--- config.mk ---
export PLATFORM = sky130hd
export DESIGN_NAME = gemm_mmio_ctrl
export DESIGN_NICKNAME = d
export VERILOG_FILES = /design/src/rtl/gemm_pkg.sv /design/src/rtl/gemm_cycle_timer.sv /design/src/rtl/gemm_mmio_ctrl.sv
export SDC_FILE = /design/constraint.sdc
export NUM_CORES = 1
export LEC_CHECK = 0
export ABC_CLOCK_PERIOD_IN_PS = 6430
export BUFFER_PORTS_ARGS = -buffer_cell sky130_fd_sc_hd__buf_2
export CAP_MARGIN = 10
export CORE_ASPECT_RATIO = 1.4
export CORE_MARGIN = 2
export CORE_UTILIZATION = 50
export DETAILED_ROUTE_END_ITERATION = 8
export PLACE_DENSITY = 0.77
export SYNTH_ARGS = -nofsm -noshare
export SYNTH_HDL_FRONTEND = slang
export SYNTH_SLANG_ARGS = --single-unit
--- constraint.sdc ---
create_clock -name clk -period 6.43 [get_ports clk]
set_clock_uncertainty 0.2 [all_clocks]
set_input_delay 0.643 -clock clk [delete_from_list [all_inputs] [get_ports clk]]
set_output_delay 0.643 -clock clk [all_outputs]
set_load 0.05 [all_outputs]
--- src/rtl/gemm_pkg.sv ---
// Shared definitions for the GEMM MMIO control block: register map, bit positions, FSM states.
package gemm_pkg;

    localparam int unsigned DIM_W_DEF = 8;

    localparam logic [2:0] OFF_A_BASE = 3'd0;
    localparam logic [2:0] OFF_B_BASE = 3'd1;
    localparam logic [2:0] OFF_C_BASE = 3'd2;
    localparam logic [2:0] OFF_DIMS   = 3'd3;
    localparam logic [2:0] OFF_CTRL   = 3'd4;
    localparam logic [2:0] OFF_STATUS = 3'd5;
    localparam logic [2:0] OFF_CYCLES = 3'd6;

    localparam int unsigned CTRL_START   = 0;
    localparam int unsigned CTRL_IE      = 1;
    localparam int unsigned STAT_BUSY    = 0;
    localparam int unsigned STAT_DONE    = 1;
    localparam int unsigned STAT_ERR     = 2;
    localparam int unsigned STAT_TIMEOUT = 3;

    typedef enum logic [1:0] {
        IDLE   = 2'd0,
        LAUNCH = 2'd1,
        BUSY   = 2'd2
    } state_t;

endpackage

--- src/rtl/gemm_cycle_timer.sv ---
// Saturating operation-cycle counter with a watchdog expiry flag.
module gemm_cycle_timer #(
    parameter int unsigned CNT_W          = 32,
    parameter int unsigned TIMEOUT_CYCLES = 65535
) (
    input  logic             clk,
    input  logic             rst,
    input  logic             clear,
    input  logic             enable,
    output logic [CNT_W-1:0] count_inc_c,
    output logic             expired_c
);

    logic [CNT_W-1:0] count;

    // count holds the cycles elapsed before the current one; count_inc_c includes it
    always_comb begin
        count_inc_c = (&count) ? count : count + CNT_W'(1);
        expired_c   = (count >= CNT_W'(TIMEOUT_CYCLES));
    end

    always_ff @(posedge clk or posedge rst) begin
        if (rst) begin
            count <= '0;
        end else if (clear) begin
            count <= '0;
        end else if (enable) begin
            count <= count_inc_c;
        end
    end

endmodule

--- src/rtl/gemm_mmio_ctrl.sv ---
// MMIO register file and launch/busy/done sequencing for the GEMM systolic accelerator.
module gemm_mmio_ctrl
    import gemm_pkg::*;
#(
    parameter int unsigned ADDR_W         = 32,
    parameter int unsigned DATA_W         = 32,
    parameter int unsigned DIM_W          = DIM_W_DEF,
    parameter int unsigned TIMEOUT_CYCLES = 65535
) (
    input  logic              clk,
    input  logic              rst,
    input  logic              bus_cs,
    input  logic              bus_we,
    input  logic [ADDR_W-1:0] bus_addr,
    input  logic [DATA_W-1:0] bus_wdata,
    output logic [DATA_W-1:0] bus_rdata,
    output logic              bus_rvalid,
    output logic              acc_start,
    output logic [ADDR_W-1:0] acc_a_base,
    output logic [ADDR_W-1:0] acc_b_base,
    output logic [ADDR_W-1:0] acc_c_base,
    output logic [DIM_W-1:0]  acc_m,
    output logic [DIM_W-1:0]  acc_n,
    output logic [DIM_W-1:0]  acc_k,
    input  logic              acc_done,
    output logic              acc_abort,
    output logic              irq
);

    state_t            state, state_n;
    logic              done, err, timeout, ie;
    logic              done_n, err_n, timeout_n, ie_n;
    logic [DATA_W-1:0] cycles;
    logic [DATA_W-1:0] count_inc;
    logic              expired;
    logic              launch, finish, abort, err_set;
    logic              wr, rd, cfg_wr, ctrl_wr, stat_wr, start_req, dims_ok;
    logic [2:0]        reg_sel;
    logic [DATA_W-1:0] rdata_c;
    logic              unused_addr;

    assign unused_addr = ^{bus_addr[ADDR_W-1:5], bus_addr[1:0]};

    gemm_cycle_timer #(
        .CNT_W          (DATA_W),
        .TIMEOUT_CYCLES (TIMEOUT_CYCLES)
    ) u_timer (
        .clk         (clk),
        .rst         (rst),
        .clear       (launch),
        .enable      (state != IDLE),
        .count_inc_c (count_inc),
        .expired_c   (expired)
    );

    always_comb begin
        reg_sel   = bus_addr[4:2];
        wr        = bus_cs & bus_we;
        rd        = bus_cs & ~bus_we;
        cfg_wr    = wr && (reg_sel <= OFF_DIMS);
        ctrl_wr   = wr && (reg_sel == OFF_CTRL);
        stat_wr   = wr && (reg_sel == OFF_STATUS);
        start_req = ctrl_wr & bus_wdata[CTRL_START];
        dims_ok   = (|acc_m) & (|acc_n) & (|acc_k);
    end

    // Next-state and STATUS/CTRL next values; hardware sets applied last so they beat W1C
    always_comb begin
        state_n   = state;
        launch    = 1'b0;
        finish    = 1'b0;
        abort     = 1'b0;
        err_set   = 1'b0;
        done_n    = done;
        err_n     = err;
        timeout_n = timeout;
        ie_n      = ie;

        case (state)
            IDLE: begin
                if (start_req) begin
                    if (dims_ok) begin
                        state_n = LAUNCH;
                        launch  = 1'b1;
                    end else begin
                        err_set = 1'b1;
                    end
                end
            end
            LAUNCH: begin
                state_n = BUSY;
                if (acc_done) begin
                    finish  = 1'b1;
                    state_n = IDLE;
                end
            end
            BUSY: begin
                if (acc_done) begin
                    finish  = 1'b1;
                    state_n = IDLE;
                end else if (expired) begin
                    finish  = 1'b1;
                    abort   = 1'b1;
                    state_n = IDLE;
                end
            end
            default: state_n = IDLE;
        endcase

        if ((state != IDLE) && (cfg_wr || start_req)) begin
            err_set = 1'b1;
        end

        if (ctrl_wr) begin
            ie_n = bus_wdata[CTRL_IE];
        end
        if (stat_wr) begin
            if (bus_wdata[STAT_DONE])    done_n    = 1'b0;
            if (bus_wdata[STAT_ERR])     err_n     = 1'b0;
            if (bus_wdata[STAT_TIMEOUT]) timeout_n = 1'b0;
        end
        if (launch) begin
            done_n    = 1'b0;
            err_n     = 1'b0;
            timeout_n = 1'b0;
        end
        if (finish)  done_n    = 1'b1;
        if (abort)   timeout_n = 1'b1;
        if (err_set) err_n     = 1'b1;
    end

    always_comb begin
        rdata_c = '0;
        case (reg_sel)
            OFF_A_BASE: rdata_c = DATA_W'(acc_a_base);
            OFF_B_BASE: rdata_c = DATA_W'(acc_b_base);
            OFF_C_BASE: rdata_c = DATA_W'(acc_c_base);
            OFF_DIMS:   rdata_c = DATA_W'({acc_k, acc_n, acc_m});
            OFF_CTRL:   rdata_c = DATA_W'({ie, 1'b0});
            OFF_STATUS: rdata_c = DATA_W'({timeout, err, done, state != IDLE});
            OFF_CYCLES: rdata_c = cycles;
            default:    rdata_c = '0;
        endcase
    end

    always_ff @(posedge clk or posedge rst) begin
        if (rst) begin
            state      <= IDLE;
            done       <= 1'b0;
            err        <= 1'b0;
            timeout    <= 1'b0;
            ie         <= 1'b0;
            irq        <= 1'b0;
            acc_start  <= 1'b0;
            acc_abort  <= 1'b0;
            cycles     <= '0;
            acc_a_base <= '0;
            acc_b_base <= '0;
            acc_c_base <= '0;
            acc_m      <= '0;
            acc_n      <= '0;
            acc_k      <= '0;
            bus_rdata  <= '0;
            bus_rvalid <= 1'b0;
        end else begin
            state      <= state_n;
            done       <= done_n;
            err        <= err_n;
            timeout    <= timeout_n;
            ie         <= ie_n;
            irq        <= done_n & ie_n;
            acc_start  <= launch;
            acc_abort  <= abort;
            bus_rvalid <= rd;
            bus_rdata  <= rd ? rdata_c : '0;
            if (finish) begin
                cycles <= count_inc;
            end
            // Operand configuration is frozen while an operation is in flight
            if (cfg_wr && (state == IDLE)) begin
                case (reg_sel)
                    OFF_A_BASE: acc_a_base <= ADDR_W'(bus_wdata);
                    OFF_B_BASE: acc_b_base <= ADDR_W'(bus_wdata);
                    OFF_C_BASE: acc_c_base <= ADDR_W'(bus_wdata);
                    default: begin
                        acc_m <= bus_wdata[0 +: DIM_W];
                        acc_n <= bus_wdata[DIM_W +: DIM_W];
                        acc_k <= bus_wdata[2*DIM_W +: DIM_W];
                    end
                endcase
            end
        end
    end

endmodule

==> impl_metrics.toml <==
[status]
status = "finished clean"

[grt]
track_usage_pct = 24.07
grt_overflow = 0
grt_max_degree = 189
grt_pass1_wl_um = 43220
grt_pass1_vias = 7882
antenna_found_initial = 0

[critical_path]
crit_path_top_delay_cell = "nor4_1"
end_kind = "register"
startpoint_type = "input pin"
worstPathRequired_ns = 6.63
critPathMaxStageDelay_ns = 0.76
crit_buf_inv = 1
cp.arrival_ns = 3.65
crit_chain = "buf_2 -> nand3_1 -> or4b_1 -> nor4_1 -> nand2_1 -> a31o_2 -> and2_1"
crit_type = "input pin to register"
cp_max_fo = 39
crit_family = "simple AND/OR/NAND/NOR gates"

[die]
die_y_um = 175.6
die-area_mm2 = 0.02222
coreArea_mm2 = 0.02056
die_width_um = 126.6
rows = 62
initial_core_util_pct = 51.14
num_io_pins = 225

[place]
place.gp.congestion = 0.9419
place_ws_ns = 2.534
dpl.hpwl_um = 18690
numPortBuffers = 195

[power]
p_total_uw = 6388
leakage_uw = 0.005638
vdd.ir_drop.worst_uv = 228.5
powerDensity_mw_per_mm2 = 518.6

[layout]
final_common_cell = "dfrtp_1"
nFillCells = 1656
n_antenna_cell = 0
final_core_util_pct = 59.91
final_cell_mix = "dfrtp_1, buf_2, mux2_2, nand2_1, nor2_1"
nets = 1154
drive_above_1_share_pct = 37.76
area_delta_synth_final_pct = 17.15

[clocking]
cts_tree = "built"
numClockSinks = 226
htree_levels = 1
insertion_delay_ns = 0.50
cts_setup_buffers = 0
cts_hold_buf = 0
cts_buffers = 21
ctsRootBufferMaster = "clkbuf_16"
cts_resized = 0
clockBufferDepth = 3
clk_pin_slew_ns = 0.07

[timing]
tightest_slew_ns = 1.240
hold_violations = 0
fmax_ghz = 0.2899
rsz0062_at_grt = "false"
relSlewSlack_pct = 17.13
setup_violations = 0
timing.setup.tns_ns = 0
finalCritPeriodShare_pct = 53.65
fin_hold_ws_ns = 0.09739
setup_slack_ns = 2.980
final_max_slew_viol_count = 0
finalCriticalPeriod_ns = 3.450

[synthesis]
yosysWarnings = 0
ys_seq_area_share_pct = 53.79
synth_async_sr_flop_share_pct = 100.0
synth_edf_count = 0
syn_inst = 917
syn_nets = 990
syn_area_mm2 = 0.01051
synth_area_leaders = "dfrtp_1, mux2_2, a22oi_1, nand2_1, nor2_1"
synthFlopType = "dfrtp_1"
ys_ff_latch = 226
syn_area_per_cell_um2 = 11.47
synth.distinct_cells = 63
synth_area_leader_cell = "dfrtp_1"
synth_top_area_share_pct = 53.79

[routing]
antenna_left = 0
wl_um = 27290
vias_per_cell = 5.990
drt_pre_antenna_iters = 5
routedWlPerCell_um = 20.26
drc = 0
num_vias = 8068
drtIter0Drc = 649

[hold_path]
holdCritPathClass = "input pin to async pin"

[flow_run]
max_cap_viol_count = 0
cell families after synthesis:
group / after synthesis / share of synthesized area, %
xor+xnor: 24 / 2.356
fa+ha+maj: 4 / 0.4760
simple gates: 258 / 12.25
compound gates: 181 / 11.71
mux: 150 / 16.21
flops: 226 / 53.79
buf+inv: 74 / 3.213
Yosys cell counts, types with 13 or more instances:
library cell and n:
a22oi_1 50, buf_1 13, clkbuf_1 41, dfrtp_1 226
mux2_2 142, nand2_1 88, nand3_1 15, nand4_1 13
nor2_1 74, o21ai_0 51, o22a_1 20, xnor2_1 13
routing by layer:
layer | global-route usage (%) | vias to the layer above | wire length, µm
li1 | - | 3632 | -
met1 | 32.80 | 4120 | 11140
met2 | 41.22 | 271 | 14060
met3 | 2.102 | 45 | 1416
met4 | 7.097 | 0 | 671
met5 | 0 | - | 0
final timing paths:
check | startpoint | end | slack (ns) | cells after the start
setup / recovery | bus_addr[4] | irq$_DFF_PP0_ | 2.98 | 7
hold / removal | rst | acc_a_base[20]$_DFFE_PP0P_ | 0.1 | 2
setup reg to reg | u_timer.count[0]$_DFFE_PP0P_ | cycles[0]$_DFFE_PP0P_ | 3.31 | 6
hold reg to reg | cycles[25]$_DFFE_PP0P_ | cycles[25]$_DFFE_PP0P_ | 0.28 | 2
max in group asynchronous | rst | acc_b_base[5]$_DFFE_PP0P_ | 4.43 | 3
min in group clk | bus_we | bus_rvalid$_DFF_PP0_ | 0.16 | 2
sequential cells by signal, summed over array words and instances, names as in the netlist, 2 cells and up:
register,cells
acc_c_base,32
acc_k,8
bus_rdata,32
acc_n,8
acc_m,8
state,2
u_timer.count,32
acc_b_base,32
acc_a_base,32
cycles,32
power breakdown:
group	internal [µW]	leakage (µW)	switching, µW
sequential	1930	0.00285	456
clock	767	0.000338	518
combinational	786	0.00245	1930
total	3480	0.00564	2900
layout make-up:
type / instances / area (µm²) / area share (%)
repair buffers: 207 / 1079 / 8.757
multi-input cells: 617 / 4536 / 36.82
inverters: 8 / 33.78 / 0.2743
well taps: 256 / 320.3 / 2.601
flip-flops and latches: 226 / 5655 / 45.92
clock inverters: 8 / 142.6 / 1.158
clock buffers: 25 / 550.5 / 4.470
stage by stage:
| step | instance area, µm² | std cells |
|---|---|---|
| final | 12320 | 1347 |
| after detailed placement | 11620 | 1314 |
| after floorplan | 10520 | 917 |
| after CTS | 12320 | 1347 |
| after global routing | 12320 | 1347 |
| after global placement | 11620 | 1314 |
Note: power is estimated with default switching activity, not from simulation.
